**config.mk**
```make
export PLATFORM = sky130hd
export DESIGN_NAME = estagio_busca_flat
export DESIGN_NICKNAME = d
export VERILOG_FILES = /design/src/rtl/estagio_busca_if.sv /design/src/rtl/estagio_busca.sv /design/src/flat_wrapper.sv
export SDC_FILE = /design/constraint.sdc
export NUM_CORES = 1
export LEC_CHECK = 0
export CORE_AREA = 2 2 71 73
export CTS_BUF_LIST = sky130_fd_sc_hd__clkbuf_4 sky130_fd_sc_hd__clkbuf_8
export CTS_CLUSTER_SIZE = 8
export DETAILED_ROUTE_END_ITERATION = 10
export DIE_AREA = 0 0 73 75
export GPL_TIMING_DRIVEN = 0
export PLACE_DENSITY = 0.79
export SLEW_MARGIN = 0
export SYNTH_ARGS = -nofsm -noshare
export SYNTH_HDL_FRONTEND = slang
export SYNTH_SLANG_ARGS = --single-unit
```
**constraint.sdc**
```tcl
create_clock -name clock -period 3.3 [get_ports clock]
set_clock_uncertainty 0.15 [all_clocks]
set_input_delay 0.495 -clock clock [delete_from_list [all_inputs] [get_ports clock]]
set_output_delay 0.495 -clock clock [all_outputs]
set_load 0.01 [all_outputs]
```
**src/rtl/estagio_busca_if.sv**
```systemverilog
// Instruction-memory bus between the fetch stage and instruction memory.
//   mem_req   : fetch request, held until the word is returned
//   mem_addr  : fetch address, stable while mem_req=1
//   mem_ready : memory presents a valid mem_data this cycle
//   mem_data  : instruction word
// master = fetch stage, slave = instruction memory.
interface estagio_busca_if #(
    parameter int unsigned PC_WIDTH    = 8,
    parameter int unsigned INSTR_WIDTH = 8
);
    logic                   mem_req;
    logic [PC_WIDTH-1:0]    mem_addr;
    logic                   mem_ready;
    logic [INSTR_WIDTH-1:0] mem_data;

    modport master (
        output mem_req,
        output mem_addr,
        input  mem_ready,
        input  mem_data
    );

    modport slave (
        input  mem_req,
        input  mem_addr,
        output mem_ready,
        output mem_data
    );
endinterface

```
**src/rtl/estagio_busca.sv**
```systemverilog
// Instruction-fetch stage of the 8-bit processor, upstream of the control unit.
// Holds the PC, fetches one instruction at a time over a req/ready bus, latches
// it and presents Opcode/Funct to the control unit. The PC only advances when
// the control unit's PCWrite is accepted while no hazard stall is active.
//   clock, reset      : rising-edge clock, asynchronous active-high reset
//   mem               : instruction-memory bus (master side)
//   stall             : hazard hold, blocks PC advance
//   pc_write          : PCWrite from the control unit
//   jump/jump_target  : absolute jump taken on the advancing edge
//   branch_taken/
//   branch_offset     : relative branch from pc+1 taken on the advancing edge
//   instr_valid/instr : latched instruction and its valid flag
//   opcode/funct      : instr[7:6] / instr[2:0]
//   pc, pc_plus1      : address of the latched instruction and its successor
//   fetch_count       : number of issued instructions, wraps at 8 bits
module estagio_busca #(
    parameter int unsigned         PC_WIDTH    = 8,
    parameter int unsigned         INSTR_WIDTH = 8,
    parameter logic [PC_WIDTH-1:0] RESET_PC    = '0
) (
    input  logic                   clock,
    input  logic                   reset,
    estagio_busca_if.master        mem,
    input  logic                   stall,
    input  logic                   pc_write,
    input  logic                   jump,
    input  logic [PC_WIDTH-1:0]    jump_target,
    input  logic                   branch_taken,
    input  logic [PC_WIDTH-1:0]    branch_offset,
    output logic                   instr_valid,
    output logic [INSTR_WIDTH-1:0] instr,
    output logic [1:0]             opcode,
    output logic [2:0]             funct,
    output logic [PC_WIDTH-1:0]    pc,
    output logic [PC_WIDTH-1:0]    pc_plus1,
    output logic [7:0]             fetch_count
);
    localparam logic [PC_WIDTH-1:0] PC_ONE = PC_WIDTH'(1);

    typedef enum logic [1:0] {
        FETCH,
        WAIT_MEM,
        ISSUE
    } state_t;

    state_t                 state, state_next;
    logic                   req_next;
    logic [PC_WIDTH-1:0]    addr_next;
    logic [INSTR_WIDTH-1:0] instr_next;
    logic                   valid_next;
    logic [PC_WIDTH-1:0]    pc_next;
    logic [PC_WIDTH-1:0]    target;
    logic [7:0]             count_next;

    assign pc_plus1 = pc + PC_ONE;
    assign opcode   = instr[7:6];
    assign funct    = instr[2:0];

    // Jump has priority over branch; sums wrap modulo 2^PC_WIDTH.
    assign target = jump         ? jump_target
                  : branch_taken ? pc_plus1 + branch_offset
                  :                pc_plus1;

    always_ff @(posedge clock or posedge reset) begin
        if (reset) begin
            state        <= FETCH;
            pc           <= RESET_PC;
            mem.mem_req  <= 1'b0;
            mem.mem_addr <= '0;
            instr        <= '0;
            instr_valid  <= 1'b0;
            fetch_count  <= '0;
        end else begin
            state        <= state_next;
            pc           <= pc_next;
            mem.mem_req  <= req_next;
            mem.mem_addr <= addr_next;
            instr        <= instr_next;
            instr_valid  <= valid_next;
            fetch_count  <= count_next;
        end
    end

    always_comb begin
        state_next = state;
        req_next   = mem.mem_req;
        addr_next  = mem.mem_addr;
        instr_next = instr;
        valid_next = instr_valid;
        pc_next    = pc;
        count_next = fetch_count;
        case (state)
            FETCH: begin
                req_next   = 1'b1;
                addr_next  = pc;
                state_next = WAIT_MEM;
            end
            WAIT_MEM: begin
                // mem_ready is only meaningful here, where mem_req is high.
                if (mem.mem_ready) begin
                    instr_next = mem.mem_data;
                    valid_next = 1'b1;
                    req_next   = 1'b0;
                    state_next = ISSUE;
                end
            end
            ISSUE: begin
                if (pc_write && !stall) begin
                    pc_next    = target;
                    valid_next = 1'b0;
                    count_next = fetch_count + 8'd1;
                    state_next = FETCH;
                end
            end
            default: state_next = FETCH;
        endcase
    end
endmodule
```
**src/flat_wrapper.sv**
```systemverilog
// flat-port wrapper written by rule: the top's interface ports become plain ports
module estagio_busca_flat 
#(
    parameter int unsigned         PC_WIDTH    = 8,
    parameter int unsigned         INSTR_WIDTH = 8,
    parameter logic [PC_WIDTH-1:0] RESET_PC    = '0
)
  (clock, reset, stall, pc_write, jump, jump_target, branch_taken, branch_offset, instr_valid, instr, opcode, funct, pc, pc_plus1, fetch_count, mem_mem_req, mem_mem_addr, mem_mem_ready, mem_mem_data);
  estagio_busca_if #(.PC_WIDTH(PC_WIDTH), .INSTR_WIDTH(INSTR_WIDTH)) mem_i ();
  input  logic clock;
  input  logic reset;
  input  logic stall;
  input  logic pc_write;
  input  logic jump;
  input  logic [PC_WIDTH-1:0] jump_target;
  input  logic branch_taken;
  input  logic [PC_WIDTH-1:0] branch_offset;
  output logic instr_valid;
  output logic [INSTR_WIDTH-1:0] instr;
  output logic [1:0] opcode;
  output logic [2:0] funct;
  output logic [PC_WIDTH-1:0] pc;
  output logic [PC_WIDTH-1:0] pc_plus1;
  output logic [7:0] fetch_count;
  output wire logic [$bits(mem_i.mem_req)-1:0] mem_mem_req;
  output wire logic [$bits(mem_i.mem_addr)-1:0] mem_mem_addr;
  input wire logic [$bits(mem_i.mem_ready)-1:0] mem_mem_ready;
  input wire logic [$bits(mem_i.mem_data)-1:0] mem_mem_data;
  assign mem_mem_req = mem_i.mem_req;
  assign mem_mem_addr = mem_i.mem_addr;
  assign mem_i.mem_ready = mem_mem_ready;
  assign mem_i.mem_data = mem_mem_data;
  estagio_busca #(.PC_WIDTH(PC_WIDTH), .INSTR_WIDTH(INSTR_WIDTH), .RESET_PC(RESET_PC)) u_core (.clock(clock), .reset(reset), .mem(mem_i), .stall(stall), .pc_write(pc_write), .jump(jump), .jump_target(jump_target), .branch_taken(branch_taken), .branch_offset(branch_offset), .instr_valid(instr_valid), .instr(instr), .opcode(opcode), .funct(funct), .pc(pc), .pc_plus1(pc_plus1), .fetch_count(fetch_count));
endmodule
```
==> impl_metrics.env, run 1 <==
export IMPL_status="complete, no violations"
export IMPL_portBuffers=77
export IMPL_syn_instance_count=185
export IMPL_ys_types=42
export IMPL_h_tree_depth=2
export IMPL_worstHoldPathType="flop to flop"
export IMPL_syn_num_nets=227
export IMPL_die_w_um=73
export IMPL_die_area_sq_um=5480
export IMPL_drt_wl_total_um=4760
export IMPL_crit_fanout=8
export IMPL_dr_pass1_iters=4
export IMPL_core_region_area_sq_um=4660
export IMPL_hpwl_um=3710
export IMPL_ctsHoldBuffers=0
export IMPL_ir_worst_vdd_mv=0.474
export IMPL_drc_errors=0
export IMPL_leakage_nw=1.34
export IMPL_final_cells=324
export IMPL_synth_area_leader_cell="dfrtp_1"
export IMPL_finalPower_w=0.00254
export IMPL_grt_first_pass_wirelength_um=7960
export IMPL_clkTransAtPathRegs_ns=0.07
export IMPL_fin_crit_ns=2.84
export IMPL_gp_congestion=0.799
export IMPL_ys_top_cells_by_area="dfrtp_1, mux2_2, ha_1"
export IMPL_worst_slew_pin_slew_ns=0.791
export IMPL_area_growth_syn_to_layout_pct=46.5
export IMPL_cts_sinks=36
export IMPL_cts_made_buffers=5
export IMPL_synth_flop_cell="dfrtp_1"
export IMPL_avgSynthCellArea_sq_um=11.0
export IMPL_drv_cap=0
export IMPL_drv_slew=0
export IMPL_end_kind="flop"
export IMPL_slew_headroom=0.471
export IMPL_fmax_mhz=353
export IMPL_grt_overflow_total=0
export IMPL_yosys_cell_count_top_type="dfrtp_1"
export IMPL_root_buffer="clkbuf_8"
export IMPL_gr_usage_all_layers=0.190
export IMPL_post_cts_setup_buffers=0
export IMPL_ys_seq_area_frac=0.442
export IMPL_drt_iter0_drc=62
export IMPL_required_ns=3.31
export IMPL_die_h_um=75
export IMPL_setup_viol=0
export IMPL_rsz0062_at_grt="false"
export IMPL_antenna_found_initial=0
export IMPL_clkLatencyLatePin_ns=0.28
export IMPL_n_antenna_cell=0
export IMPL_powerDensity_nw_per_um2=851
export IMPL_hold_ws_ns=0.325
export IMPL_synth_top_area_share=0.442
export IMPL_postCtsResizedCells=0
export IMPL_fin_setup_tns_ns=0
export IMPL_std_cell_rows=25
export IMPL_arrival_ns=2.85
export IMPL_hold_violations=0
export IMPL_start_util=0.437
export IMPL_io_pins=78
export IMPL_syn_area_sq_um=2040
export IMPL_dp_cells=317
export IMPL_via_count=1699
export IMPL_yosys_warnings=0
export IMPL_grt_max_degree=22
export IMPL_utilization=0.641
export IMPL_first_global_vias=1694
export IMPL_cts_tree="done"
export IMPL_synth_edff_count=0
export IMPL_crit_type="flop to flop"
export IMPL_ys_ff_latch=36
export IMPL_async_flop_share=1.00
export IMPL_drive_above_1_share=0.144
export IMPL_routedWlPerCell_um=14.7
export IMPL_vias_per_cell=5.24
export IMPL_layout_nets=312
export IMPL_synth_common_cells="dfrtp_1, mux2_2, nand2_1"
export IMPL_finalCritPeriodShare=0.859
export IMPL_cts_buffer_depth=2
export IMPL_start_kind="flop"
export IMPL_antenna_left=0
[power by group]
group	switching [W]	leakage [nW]	internal [W]
Sequential	0.000179	0.453	0.000614
Combinational	0.000606	0.843	0.000843
Clock	0.000148	0.0445	0.000152
Total	0.000933	1.34	0.00161
[layer usage]
layer  global-route usage  wire, um
met4               0.0638        73
met2                0.307      2340
met5                    0         0
met1                0.256      2100
met3               0.0415       239
[cell usage in the layout, fill, tap and decap left out, types with 5 or more instances in the layout]
cell | synthesis | final
mux2_2 | 16 | 16
dfrtp_1 | 36 | 36
a21oi_1 | 10 | 10
nand3_1 | 7 | 7
clkdlybuf4s50_1 | 0 | 77
buf_4 | 5 | 5
clkbuf_8 | 0 | 5
xnor2_1 | 10 | 10
ha_1 | 10 | 10
xor2_1 | 7 | 7
nor2_1 | 8 | 8
nand2_1 | 14 | 14
[final cells by class]
| cell class | count | area [sq um] |
|---|---|---|
| inverters | 4 | 15.0 |
| plain buffers | 11 | 76.3 |
| repair buffers | 78 | 798 |
| multi-input cells | 134 | 1050 |
| clock inverters | 1 | 5.00 |
| well taps | 54 | 67.6 |
| fillers | 387 | 1680 |
| flip-flops and latches | 36 | 901 |
| clock buffers | 6 | 76.3 |
[per-stage QoR]
step           instance area, sq um  worst slack, ns
3_5_place_dp                   2900            0.441
4_1_cts                        2990            0.432
6_report                       2990            0.464
5_1_grt                        2990            0.259
2_1_floorplan                  2040            0.636
3_3_place_gp                   2880            0.514
[registers in the layout, summed over array words and instances (netlist names)]
register / flops
u_core.fetch_count: 8
u_core.instr: 8
u_core.mem.mem_addr: 8
u_core.pc: 8
u_core.state: 2
u_core.instr_valid: 1
u_core.mem.mem_req: 1
[kinds of logic after synthesis]
| family | share of synthesized area |
|---|---|
| flops | 0.442 |
| compound gates | 0.129 |
| mux | 0.108 |
| fa+ha+maj | 0.0712 |
| buf+inv | 0.0448 |
| simple gates | 0.132 |
| xor+xnor | 0.0730 |
[worst paths after layout]
kind | from | endpoint | slack (ns) | depth (start not counted)
setup / recovery | u_core.pc[0]$_DFFE_PP0P_ | u_core.pc[7]$_DFFE_PP0P_ | 0.46 | 10
hold / removal | u_core.fetch_count[7]$_DFFE_PP0P_ | u_core.fetch_count[7]$_DFFE_PP0P_ | 0.32 | 1
setup reg to reg | u_core.pc[0]$_DFFE_PP0P_ | u_core.pc[7]$_DFFE_PP0P_ | 0.46 | 10
hold reg to reg | u_core.fetch_count[7]$_DFFE_PP0P_ | u_core.fetch_count[7]$_DFFE_PP0P_ | 0.32 | 1
max in group asynchronous | reset | u_core.pc[4]$_DFFE_PP0P_ | 2.01 | 3
min in group asynchronous | reset | u_core.fetch_count[6]$_DFFE_PP0P_ | 0.46 | 2
[critical path, stage by stage (launching register included)]
cell      delay [ns]
dfrtp_1         0.50
ha_1            0.24
nand3_1         0.13
nor2_1          0.14
xor2_1          0.27
ha_1            0.34
a21o_1          0.20
a221oi_1        0.28
o211ai_1        0.17
mux2i_1         0.19
nand3_1         0.09
No activity file was read; power rests on OpenSTA's default activity.
==> run 2: changes to the inputs <==
--- a/config.mk
+++ b/config.mk
@@ -5,11 +5,11 @@
 export SDC_FILE = /design/constraint.sdc
 export NUM_CORES = 1
 export LEC_CHECK = 0
-export CORE_AREA = 2 2 71 73
+export CORE_AREA = 2 2 51 101
 export CTS_BUF_LIST = sky130_fd_sc_hd__clkbuf_4 sky130_fd_sc_hd__clkbuf_8
 export CTS_CLUSTER_SIZE = 8
 export DETAILED_ROUTE_END_ITERATION = 10
-export DIE_AREA = 0 0 73 75
+export DIE_AREA = 0 0 53 103
 export GPL_TIMING_DRIVEN = 0
 export PLACE_DENSITY = 0.79
 export SLEW_MARGIN = 0
==> run 2 against run 1 <==
Against the previous run: non-clock buffer count decreased by 1; combinational power about the same; final area decreased by 0.59%; total power increased by 0.52%; flip-flop and latch count unchanged; sequential power about the same; die area decreased by 0.29%; global-route usage decreased by 0.70 points; critical path depth decreased by 5; clock power increased by 4%; cell count increased by 0.93%; clock-buffer cell count decreased by 1; critical path type is now flop to output port; largest cell class unchanged; largest power group unchanged.
==> impl_metrics.env, run 2 (synthesis gave the netlist of run 1 again) <==
export IMPL_ctsHoldBuffers=0
export IMPL_first_global_vias=1682
export IMPL_grt_first_pass_wirelength_um=7450
export IMPL_h_tree_depth=2
export IMPL_vias_per_cell=5.33
export IMPL_cts_made_buffers=5
export IMPL_hold_ws_ns=0.319
export IMPL_fillerInstances=406
export IMPL_start_kind="flop"
export IMPL_die_area_sq_um=5460
export IMPL_worstHoldPathType="flop to flop"
export IMPL_hpwl_um=3610
export IMPL_powerDensity_nw_per_um2=860
export IMPL_antenna_left=0
export IMPL_drc_errors=0
export IMPL_cts_tree="done"
export IMPL_final_cells=327
export IMPL_drt_wl_total_um=4720
export IMPL_start_util=0.431
export IMPL_cts_sinks=36
export IMPL_utilization=0.628
export IMPL_ir_worst_vdd_mv=0.598
export IMPL_layout_nets=311
export IMPL_drv_slew=0
export IMPL_hold_violations=0
export IMPL_antenna_found_initial=0
export IMPL_path_cells="ha_1 > nand3_1 > nor2_1 > xor2_1 > clkdlybuf4s50_1"
export IMPL_gr_usage_all_layers=0.183
export IMPL_crit_family="buffers and inverters"
export IMPL_worst_slew_pin_slew_ns=0.742
export IMPL_max_stage_delay_ns=0.59
export IMPL_via_count=1744
export IMPL_finalCritPeriodShare=0.854
export IMPL_drv_cap=0
export IMPL_dr_pass1_iters=4
export IMPL_leakage_nw=1.33
export IMPL_hp_start="u_core.fetch_count[7]$_DFFE_PP0P_"
export IMPL_multi_input_area_sq_um=1050
export IMPL_status="complete, no violations"
export IMPL_root_buffer="clkbuf_8"
export IMPL_drt_iter0_drc=40
export IMPL_gp_congestion=0.862
export IMPL_grt_max_degree=37
export IMPL_fin_setup_tns_ns=0
export IMPL_seqCellArea_sq_um=901
export IMPL_std_cell_rows=36
export IMPL_regToRegStartpoint="u_core.pc[0]$_DFFE_PP0P_"
export IMPL_dp_cells=319
export IMPL_fin_crit_ns=2.82
export IMPL_grt_overflow_total=0
export IMPL_crit_fanout=8
export IMPL_clkTransAtPathRegs_ns=0.07
export IMPL_setup_viol=0
export IMPL_die_h_um=103
export IMPL_portBuffers=77
export IMPL_rsz0062_at_grt="false"
export IMPL_end_kind="output port"
export IMPL_required_ns=2.65
export IMPL_worst_path_buf_inv=1
export IMPL_fmax_mhz=355
export IMPL_core_region_area_sq_um=4730
export IMPL_area_growth_syn_to_layout_pct=45.6
export IMPL_final_cell_mix="clkdlybuf4s50_1, dfrtp_1, mux2_2"
export IMPL_design_area_sq_um=2970
export IMPL_crit_type="flop to output port"
export IMPL_dpl_instance_area_sq_um=2880
export IMPL_die_w_um=53
export IMPL_cts_buffer_depth=2
export IMPL_drive_above_1_share=0.148
export IMPL_slew_headroom=0.503
export IMPL_clkLatencyLatePin_ns=0.29
export IMPL_final_common_cell="clkdlybuf4s50_1"
export IMPL_io_pins=78
export IMPL_postCtsResizedCells=0
export IMPL_arrival_ns=2.17
export IMPL_cpMaxStageDelayCell="clkdlybuf4s50_1"
export IMPL_routedWlPerCell_um=14.4
export IMPL_n_antenna_cell=0
export IMPL_crit_start="u_core.pc[0]$_DFFE_PP0P_"
export IMPL_post_cts_setup_buffers=0
-- run 2: path summary, 6_finish.rpt --
check,end,slack (ns),cells after the start
max,pc_plus1[6],0.48,5
min,u_core.fetch_count[7]$_DFFE_PP0P_,0.32,1
max reg2reg,u_core.pc[7]$_DFFE_PP0P_,0.48,10
min reg2reg,u_core.fetch_count[7]$_DFFE_PP0P_,0.32,1
max in group asynchronous,u_core.pc[2]$_DFFE_PP0P_,2.03,2
min in group asynchronous,u_core.instr[1]$_DFFE_PP0P_,0.50,2
-- run 2: routing by layer --
layer	vias to the layer above	routed length, um	global-route usage
met5	-	0	0
met1	842	1970	0.225
li1	826	-	-
met4	0	68	0.0690
met2	70	2300	0.291
met3	6	384	0.0667
-- run 2: area by class of cell --
| type | instances | share of cell area |
|---|---|---|
| Sequential cell | 36 | 0.304 |
| Timing Repair Buffer | 77 | 0.260 |
| Clock buffer | 5 | 0.0232 |
| Tap cell | 57 | 0.0240 |
| Multi-Input combinational cell | 134 | 0.352 |
| Clock inverter | 3 | 0.00632 |
| Buffer | 11 | 0.0257 |
| Inverter | 4 | 0.00506 |
-- run 2: power by group --
part / internal (W) / switching [W]
Combinational: 0.000840 / 0.000610
Clock: 0.000147 / 0.000165
Sequential: 0.000613 / 0.000178
-- run 2: through the flow --
stage	setup slack, ns	total power (W)
after floorplan	0.636	0.00157
after global placement	0.542	0.00222
after detailed placement	0.482	0.00225
after CTS	0.468	0.00257
after global routing	0.327	0.00274
final	0.480	0.00255
